<file path="config.mk">
export PLATFORM = sky130hd
export DESIGN_NAME = mem_port_arbiter
export DESIGN_NICKNAME = d
export VERILOG_FILES = /design/src/rtl/tinker_mem_pkg.sv /design/src/rtl/mem_port_arbiter_arb_priority.sv /design/src/rtl/mem_port_arbiter.sv
export SDC_FILE = /design/constraint.sdc
export NUM_CORES = 1
export LEC_CHECK = 0
export CORE_AREA = 4 4 193 195
export DETAILED_ROUTE_END_ITERATION = 10
export DIE_AREA = 0 0 197 199
export PLACE_DENSITY = 0.67
export SYNTH_ARGS = -nofsm -noshare
export SYNTH_HDL_FRONTEND = slang
export SYNTH_SLANG_ARGS = --single-unit
</file>
<file path="constraint.sdc">
create_clock -name clock -period 19.3 [get_ports clock]
set_input_delay 3.86 -clock clock [delete_from_list [all_inputs] [get_ports clock]]
set_output_delay 3.86 -clock clock [all_outputs]
set_load 0.02 [all_outputs]
</file>
<file path="src/rtl/tinker_mem_pkg.sv">
// Shared types and constants for the instruction/data memory port arbiter.
package tinker_mem_pkg;

   typedef enum logic [1:0] {
      IDLE    = 2'd0,
      ISSUE   = 2'd1,
      CAPTURE = 2'd2,
      RESP    = 2'd3
   } state_t;

   localparam longint unsigned MEM_BYTES_DEFAULT  = 64'd524288;
   localparam int unsigned     STARVE_MAX_DEFAULT = 4;

   localparam logic SIZE_4B = 1'b0;
   localparam logic SIZE_8B = 1'b1;

   function automatic logic [3:0] size_bytes(input logic size);
      return (size == SIZE_8B) ? 4'd8 : 4'd4;
   endfunction

endpackage

</file>
<file path="src/rtl/mem_port_arbiter_arb_priority.sv">
// Fetch/data grant selection with a saturating counter that bounds how long
// fetch can be held off while data keeps winning.
module arb_priority
   import tinker_mem_pkg::*;
#(
   parameter int unsigned STARVE_MAX = STARVE_MAX_DEFAULT
) (
   input  logic clock,
   input  logic rst,
   input  logic in_idle,
   input  logic if_valid,
   input  logic d_valid,
   output logic grant_if,
   output logic grant_d
);

   localparam logic [2:0] CNT_MAX = 3'(STARVE_MAX);

   logic [2:0] starve_cnt;

   always_comb begin
      grant_if = 1'b0;
      grant_d  = 1'b0;
      if (if_valid && d_valid) begin
         if (starve_cnt == CNT_MAX) grant_if = 1'b1;
         else                       grant_d  = 1'b1;
      end else begin
         grant_if = if_valid;
         grant_d  = d_valid;
      end
   end

   // Grants in IDLE are always handshakes, so counting is gated on IDLE only.
   always_ff @(posedge clock) begin
      if (!rst) begin
         starve_cnt <= '0;
      end else if (in_idle) begin
         if (grant_if || !if_valid)
            starve_cnt <= '0;
         else if (grant_d && (starve_cnt != CNT_MAX))
            starve_cnt <= starve_cnt + 3'd1;
      end
   end

endmodule

</file>
<file path="src/rtl/mem_port_arbiter.sv">
// Single-outstanding arbiter sharing one memory port between fetch and data,
// with address range checking and held responses.
module mem_port_arbiter
   import tinker_mem_pkg::*;
#(
   parameter longint unsigned MEM_BYTES  = MEM_BYTES_DEFAULT,
   parameter int unsigned     STARVE_MAX = STARVE_MAX_DEFAULT
) (
   input  logic        clock,
   input  logic        rst,
   input  logic        if_req_valid,
   output logic        if_req_ready,
   input  logic [63:0] if_addr,
   output logic        if_rsp_valid,
   input  logic        if_rsp_ready,
   output logic [31:0] if_rsp_data,
   input  logic        d_req_valid,
   output logic        d_req_ready,
   input  logic        d_we,
   input  logic [63:0] d_addr,
   input  logic [63:0] d_wdata,
   output logic        d_rsp_valid,
   input  logic        d_rsp_ready,
   output logic [63:0] d_rsp_data,
   output logic        rsp_err,
   output logic        mem_en,
   output logic        mem_we,
   output logic        mem_size,
   output logic [63:0] mem_addr,
   output logic [63:0] mem_wdata,
   input  logic [63:0] mem_rdata
);

   state_t      state, state_next;
   logic        in_idle, grant_if, grant_d, hs;
   logic [63:0] sel_addr;
   logic        sel_size, sel_fault;
   logic [64:0] end_addr;
   logic        lat_port_d, lat_we, lat_size, lat_err;
   logic [63:0] lat_addr, lat_wdata, rsp_data;
   logic        rsp_taken;

   assign in_idle = (state == IDLE);

   arb_priority #(.STARVE_MAX(STARVE_MAX)) u_arb (
      .clock    (clock),
      .rst      (rst),
      .in_idle  (in_idle),
      .if_valid (if_req_valid),
      .d_valid  (d_req_valid),
      .grant_if (grant_if),
      .grant_d  (grant_d)
   );

   assign if_req_ready = rst & in_idle & grant_if;
   assign d_req_ready  = rst & in_idle & grant_d;
   assign hs = (if_req_valid & if_req_ready) | (d_req_valid & d_req_ready);

   // One extra bit keeps the carry so addresses that wrap past 2^64 fault too.
   assign sel_addr  = grant_d ? d_addr : if_addr;
   assign sel_size  = grant_d ? SIZE_8B : SIZE_4B;
   assign end_addr  = {1'b0, sel_addr} + 65'(size_bytes(sel_size));
   assign sel_fault = end_addr > 65'(MEM_BYTES);

   assign rsp_taken = lat_port_d ? d_rsp_ready : if_rsp_ready;

   always_ff @(posedge clock) begin
      if (!rst) state <= IDLE;
      else      state <= state_next;
   end

   always_comb begin
      state_next   = state;
      if_rsp_valid = 1'b0;
      if_rsp_data  = '0;
      d_rsp_valid  = 1'b0;
      d_rsp_data   = '0;
      rsp_err      = 1'b0;
      mem_en       = 1'b0;
      mem_we       = 1'b0;
      mem_size     = SIZE_4B;
      mem_addr     = '0;
      mem_wdata    = '0;
      unique case (state)
         IDLE: begin
            if (hs) state_next = sel_fault ? RESP : ISSUE;
         end
         ISSUE: begin
            // Strobes gated by rst so a reset landing here never commits a store.
            mem_en     = rst;
            mem_we     = rst & lat_we;
            mem_size   = lat_size;
            mem_addr   = lat_addr;
            mem_wdata  = lat_wdata;
            state_next = CAPTURE;
         end
         CAPTURE: begin
            state_next = RESP;
         end
         RESP: begin
            rsp_err = lat_err;
            if (lat_port_d) begin
               d_rsp_valid = 1'b1;
               d_rsp_data  = rsp_data;
            end else begin
               if_rsp_valid = 1'b1;
               if_rsp_data  = rsp_data[31:0];
            end
            if (rsp_taken) state_next = IDLE;
         end
         default: state_next = IDLE;
      endcase
   end

   always_ff @(posedge clock) begin
      if (!rst) begin
         lat_port_d <= 1'b0;
         lat_we     <= 1'b0;
         lat_size   <= 1'b0;
         lat_err    <= 1'b0;
         lat_addr   <= '0;
         lat_wdata  <= '0;
         rsp_data   <= '0;
      end else if (hs) begin
         lat_port_d <= grant_d;
         lat_we     <= grant_d & d_we;
         lat_size   <= sel_size;
         lat_err    <= sel_fault;
         lat_addr   <= sel_addr;
         lat_wdata  <= grant_d ? d_wdata : '0;
         rsp_data   <= '0;
      end else if (state == CAPTURE) begin
         if (lat_we)          rsp_data <= '0;
         else if (lat_port_d) rsp_data <= mem_rdata;
         else                 rsp_data <= {32'b0, mem_rdata[31:0]};
      end
   end

endmodule

</file>
Word level (Yosys, flattened, before mapping). Index checks and enable logic that the tools add are counted.

Mux-type cells: 31. Equality and inequality tests: 7. Shift-type cells: 0. Divide/modulo/power cells: 0. Multipliers: 0. $lt $le $gt $ge: 1. Bitwise logic cells: 9. $add $sub $neg: 2. Reduce and logical (&&, ||, !) cells: 9.

Operators with widths (number): 64-bit 2-to-1 mux (8); 64-bit by 4-bit adder with 65-bit output (1); 65-bit by 20-bit greater-than comparator with 1-bit output, second input constant (1); 32-bit 2-to-1 mux (2); 1-bit 2-to-1 mux (14); 2-bit case mux with 4 select lines (1); 1-bit bitwise AND (7); 2-bit 2-to-1 mux (3); 3-bit 2-to-1 mux (2); 2-bit == test, second input constant (2); 4-bit 2-to-1 mux (1); 2-bit AND reduction (2); 3-bit by 1-bit adder with 3-bit output, second input constant (1); 3-bit == test, second input constant (1); 3-bit != test, second input constant (1); 2-bit by 1-bit == test with 1-bit output, second input constant (1); 1-bit logical AND (2); 2-bit logical NOT (1); 2-bit by 1-bit != test with 1-bit output, second input constant (1); 2-bit != test, second input constant (1); 2-bit nonzero test (1); 2-bit OR reduction (1); 1-bit logical NOT (1); 1-bit logical OR (1); other kinds (2) (2).

Latch bits: 0. Memory bits (writable): 0. ROM bits: 0. Bits of input ports: 263. Output and inout port bits: 232. Memories: 0. Logic and storage cells: 68. Register bits after elaboration: 201.

Logic depth before layout (Yosys ltp).
Depth in word-level cells: 10. Gate-level depth with buffers: 25.

By module. Synthesis repeated with hierarchy kept, for this count alone.

Cells, all modules: 1403. Area total of the unflattened synthesis: 11363.4 um^2.

Modules (own cells, without submodules): mem_port_arbiter (times used 1, cells an instance 1382, area an instance 11158.2 um^2); arb_priority (times used 1, cells an instance 21, area an instance 205.2 um^2).

Least setup slack after synthesis. No wires, ideal clock.

Kind: input to output. Start: input if_req_valid. End: output d_req_ready. Data required time: 15.440 ns. Slack: 9.493 ns. Stages: 10. Arrival: 5.947 ns. Cells stage by stage: buf_2 and3_4 buf_6 nor2_2 buf_2 buf_1 buf_2 and3_1 clkbuf_1 clkbuf_1.

Cells in the longest elaborated chain, start to end: 3.

Ends and longest elaborated chain: start, declared (RTL line mem_port_arbiter.sv:11) `input logic if_req_valid,`; 1-bit logical AND (RTL line mem_port_arbiter_arb_priority.sv:24) `if (if_valid && d_valid) begin`; 1-bit 2-to-1 mux (RTL line mem_port_arbiter_arb_priority.sv:24); 1-bit bitwise AND (RTL line mem_port_arbiter.sv:56) `assign d_req_ready = rst & in_idle & grant_d;`; end, declared (RTL line mem_port_arbiter.sv:18) `output logic d_req_ready,`.

No other way between the ends.

Worst setup path in the final report.
Start: input d_req_valid. End: output d_req_ready.

Cells in the longest elaborated chain, start to end: 3.

Ends and longest elaborated chain: start, declared (RTL line mem_port_arbiter.sv:17) `input logic d_req_valid,`; 1-bit logical AND (RTL line mem_port_arbiter_arb_priority.sv:24); 1-bit 2-to-1 mux (*) (RTL line mem_port_arbiter_arb_priority.sv:24); 1-bit bitwise AND (*) (RTL line mem_port_arbiter.sv:56).

Every way passes the cells marked *; elsewhere a longest branch is shown, timed or not.

==> flow_summary_export.csv <==
group,metric,value,unit
synthesis,ys_top_cells_by_count,"200 x dfxtp_1, 174 x and2_1, 115 x nand3_1, 98 x a21oi_1, 98 x clkbuf_1",
synthesis,synth_mux_area_share,5.396,%
global_routing,grt_pass1_vias,13280,
timing,final.min_clock_period,10.95,ns
routing,vias,13900,
cts,cts.clk_slew.worst_paths,0.07,ns
worst_setup_path,critPathMaxFanout,67,
synthesis,avgSynthCellArea,7.915,um2
place,dp_cells,2423,
cts,cts-root-buf,"clkbuf_16",
synthesis,synth-xor-area-share,1.889,%
place,finalWeightedCongestion,0.9577,
floorplanning,start_util,35.37,%
floorplanning,die_w,197,um
min_path,hold_path_class,"reg2reg",
floorplanning,fp-row-count,69,
worst_setup_path,end_kind,"primary output",
cts,numCtsBuffers,17,
routing,via_per_inst,5.660,
routing,ant_nets,0,
layout,area_growth,46.01,%
timing,setup_tns,0,ns
power,ir_worst_vdd,0.05742,mV
synthesis,synth_enable_flop_cells,0,
worst_setup_path,startpoint_type,"input pin",
timing,fmax,91.31,MHz
worst_setup_path,critPathKind,"in2out",
synthesis,synth_seq_cells,200,
routing,route.detailed.drc,0,
cts,post_cts_buffers,0,
timing,finalSetupViolCount,0,
layout,n_fill_cell,3360,
routing,totalWireLength,55.16,mm
timing,hold_viol_final,0,
layout,seq_area,4005,um2
global_routing,grt_first_pass_wirelength,81.20,mm
layout,stdcell_count,2456,
place,place.detailed.hpwl,42.15,mm
synthesis,synth_adder_area_share,0.6995,%
cts,clockBufferDepth,2,
cts,hold_buffers,0,
layout,utilization,51.65,%
floorplanning,coreArea,35400,um2
timing,rsz0062_at_grt,"false",
cts,cts_tree,"done",
synthesis,syn_inst,1582,
synthesis,yosys.area.top_type,"dfxtp_1",
layout,multi_input_area,7918,um2
worst_setup_path,critPathArrivalTime,7.09,ns
timing,worstMarginPinSlew,1.154,ns
timing,slew_violations,0,
job,cap_viol_max_count,0,
global_routing,track_usage,26.45,%
synthesis,ys_top_cells_by_area,"dfxtp_1 32%, and2_1 8.7%, mux2i_1 5.0%, a22o_1 4.8%, nand3_1 4.6%",
worst_setup_path,worstPathRequired,15.44,ns
routing,drt_iter0_markers,963,
synthesis,synth_top_family_by_area,"simple AND/OR/NAND/NOR gates",
cts,cts_max_level,4,
timing,relSlewSlack,23.10,%
cts,ctsResizeCount,0,
power,p_leak,6.969,nW
synthesis,synth_area,12520,um2
routing,firstDrtPassIters,7,
layout,final_nets,2251,
global_routing,grt_max_degree,132,
global_routing,overflow,0,
cts,cts_sinks,200,
layout,drive_above_1_share,4.814,%
routing,post_drt_wl_per_cell,22.46,um
synthesis,synth_compound_area_share,20.10,%
synthesis,synth.distinct_cells,88,
timing,fin_crit_sh,56.74,%
power,powerDensity,77.21,nW/um2
floorplanning,ios,495,
synthesis,synth_top_flop_cell,"dfxtp_1",
synthesis,synth_top_area_share,31.98,%
synthesis,synthArstFlopShare,0,%
synthesis,synthSimpleGateAreaFrac,34.92,%
floorplanning,die_y,199,um
cts,clk_latency,0.46,ns
synthesis,ys_seq_area_share,31.98,%
floorplanning,dieArea,39200,um2
synthesis,ys_warn_count,0,
global_routing,antenna_found_initial,8,
timing,clock_skew,0.01449,ns
synthesis,yosys.cell_count.top_type,"dfxtp_1",
outcome,status,"finished clean",
synthesis,syn_nets,1852,
place,portBuffers,494,
## kinds of logic after synthesis
family,after synthesis
buf+inv,147
fa+ha+maj,7
compound gates,373
simple gates,761
xor+xnor,27
mux,67
flops,200
## registers in the layout, summed over array words and instances (netlist names)
name,flops
rsp_data,64
u_arb.starve_cnt,3
lat_err,1
state,2
lat_port_d,1
lat_wdata,64
lat_we,1
lat_addr,64
## routing by layer
layer,track usage (%),part of all wire [%],vias to the layer above
li1,-,-,6575
met1,33.35,41,6553
met2,43.61,47,634
met3,7.063,8.2,125
met4,9.682,3.5,14
met5,0,0.15,-
## report_power, final
group	total [W]	internal (W)	switching (W)	leakage, nW
clock network	0.000406	0.000217	0.000189	0.323
logic	0.000469	0.000194	0.000275	5.01
registers	0.000536	0.000488	0.0000484	1.64
## placed cells by master, fill, tap and decap left out, types with 5 or more instances in the layout
cell,synthesis,layout
clkdlybuf4s50_1,0,493
dfxtp_1,200,199
and2_1,174,173
nand3_1,115,115
a21oi_1,98,98
nor2_1,92,92
o21ai_0,89,89
and3_1,83,82
a22o_1,68,68
nor2b_1,68,67
nand2_1,66,65
mux2i_1,63,63
nand4_1,42,42
nor4_1,27,27
xnor2_1,22,22
inv_1,19,19
nor3_1,18,18
clkbuf_16,0,17
buf_4,0,14
a31oi_1,13,13
a211oi_1,11,11
o211ai_1,10,10
or3_1,10,10
or4_1,8,8
o22ai_1,7,7
o211a_1,6,6
nand2b_1,6,6
or2_2,6,6
o2111ai_1,6,6
xor2_1,5,5
a2111oi_0,5,5
o31ai_1,5,5
## critical path: stages
cell and delay, ns:
clkdlybuf4s50_1 0.45, buf_4 0.44, inv_1 0.55, nor2_4 0.23, and3_2 0.18, buf_4 0.58, clkdlybuf4s50_1 0.74
## final timing paths
check	startpoint	endpoint	cells past startpoint	slack, ns
max	d_req_valid	d_req_ready	7	8.35
min	lat_err	lat_err	2	0.46
max reg2reg	u_arb.starve_cnt[0]	state[1]	18	13.92
min reg2reg	lat_err	lat_err	2	0.46
## metrics by stage
stage	setup WS (ns)	area (um2)	power, W	hold WS [ns]
after floorplan	9.493	12520	0.0008057	0.4342
after global placement	8.418	17620	0.001008	0.4464
after detailed placement	8.427	17620	0.001014	0.4475
after CTS	8.432	18280	0.001423	0.4637
after global routing	8.206	18280	0.001487	0.4813
final	8.348	18280	0.001412	0.4614
## final cells by class
class                           instances  area share [%]
Timing Repair Buffer                  508           27.60
Clock inverter                         14           1.225
Inverter                               19          0.3901
Clock buffer                           18           2.402
Multi-Input combinational cell       1235           43.31
Antenna cell                            1         0.01369
Sequential cell                       200           21.91
Tap cell                              461           3.155
Power figures use the tool's default switching activity.
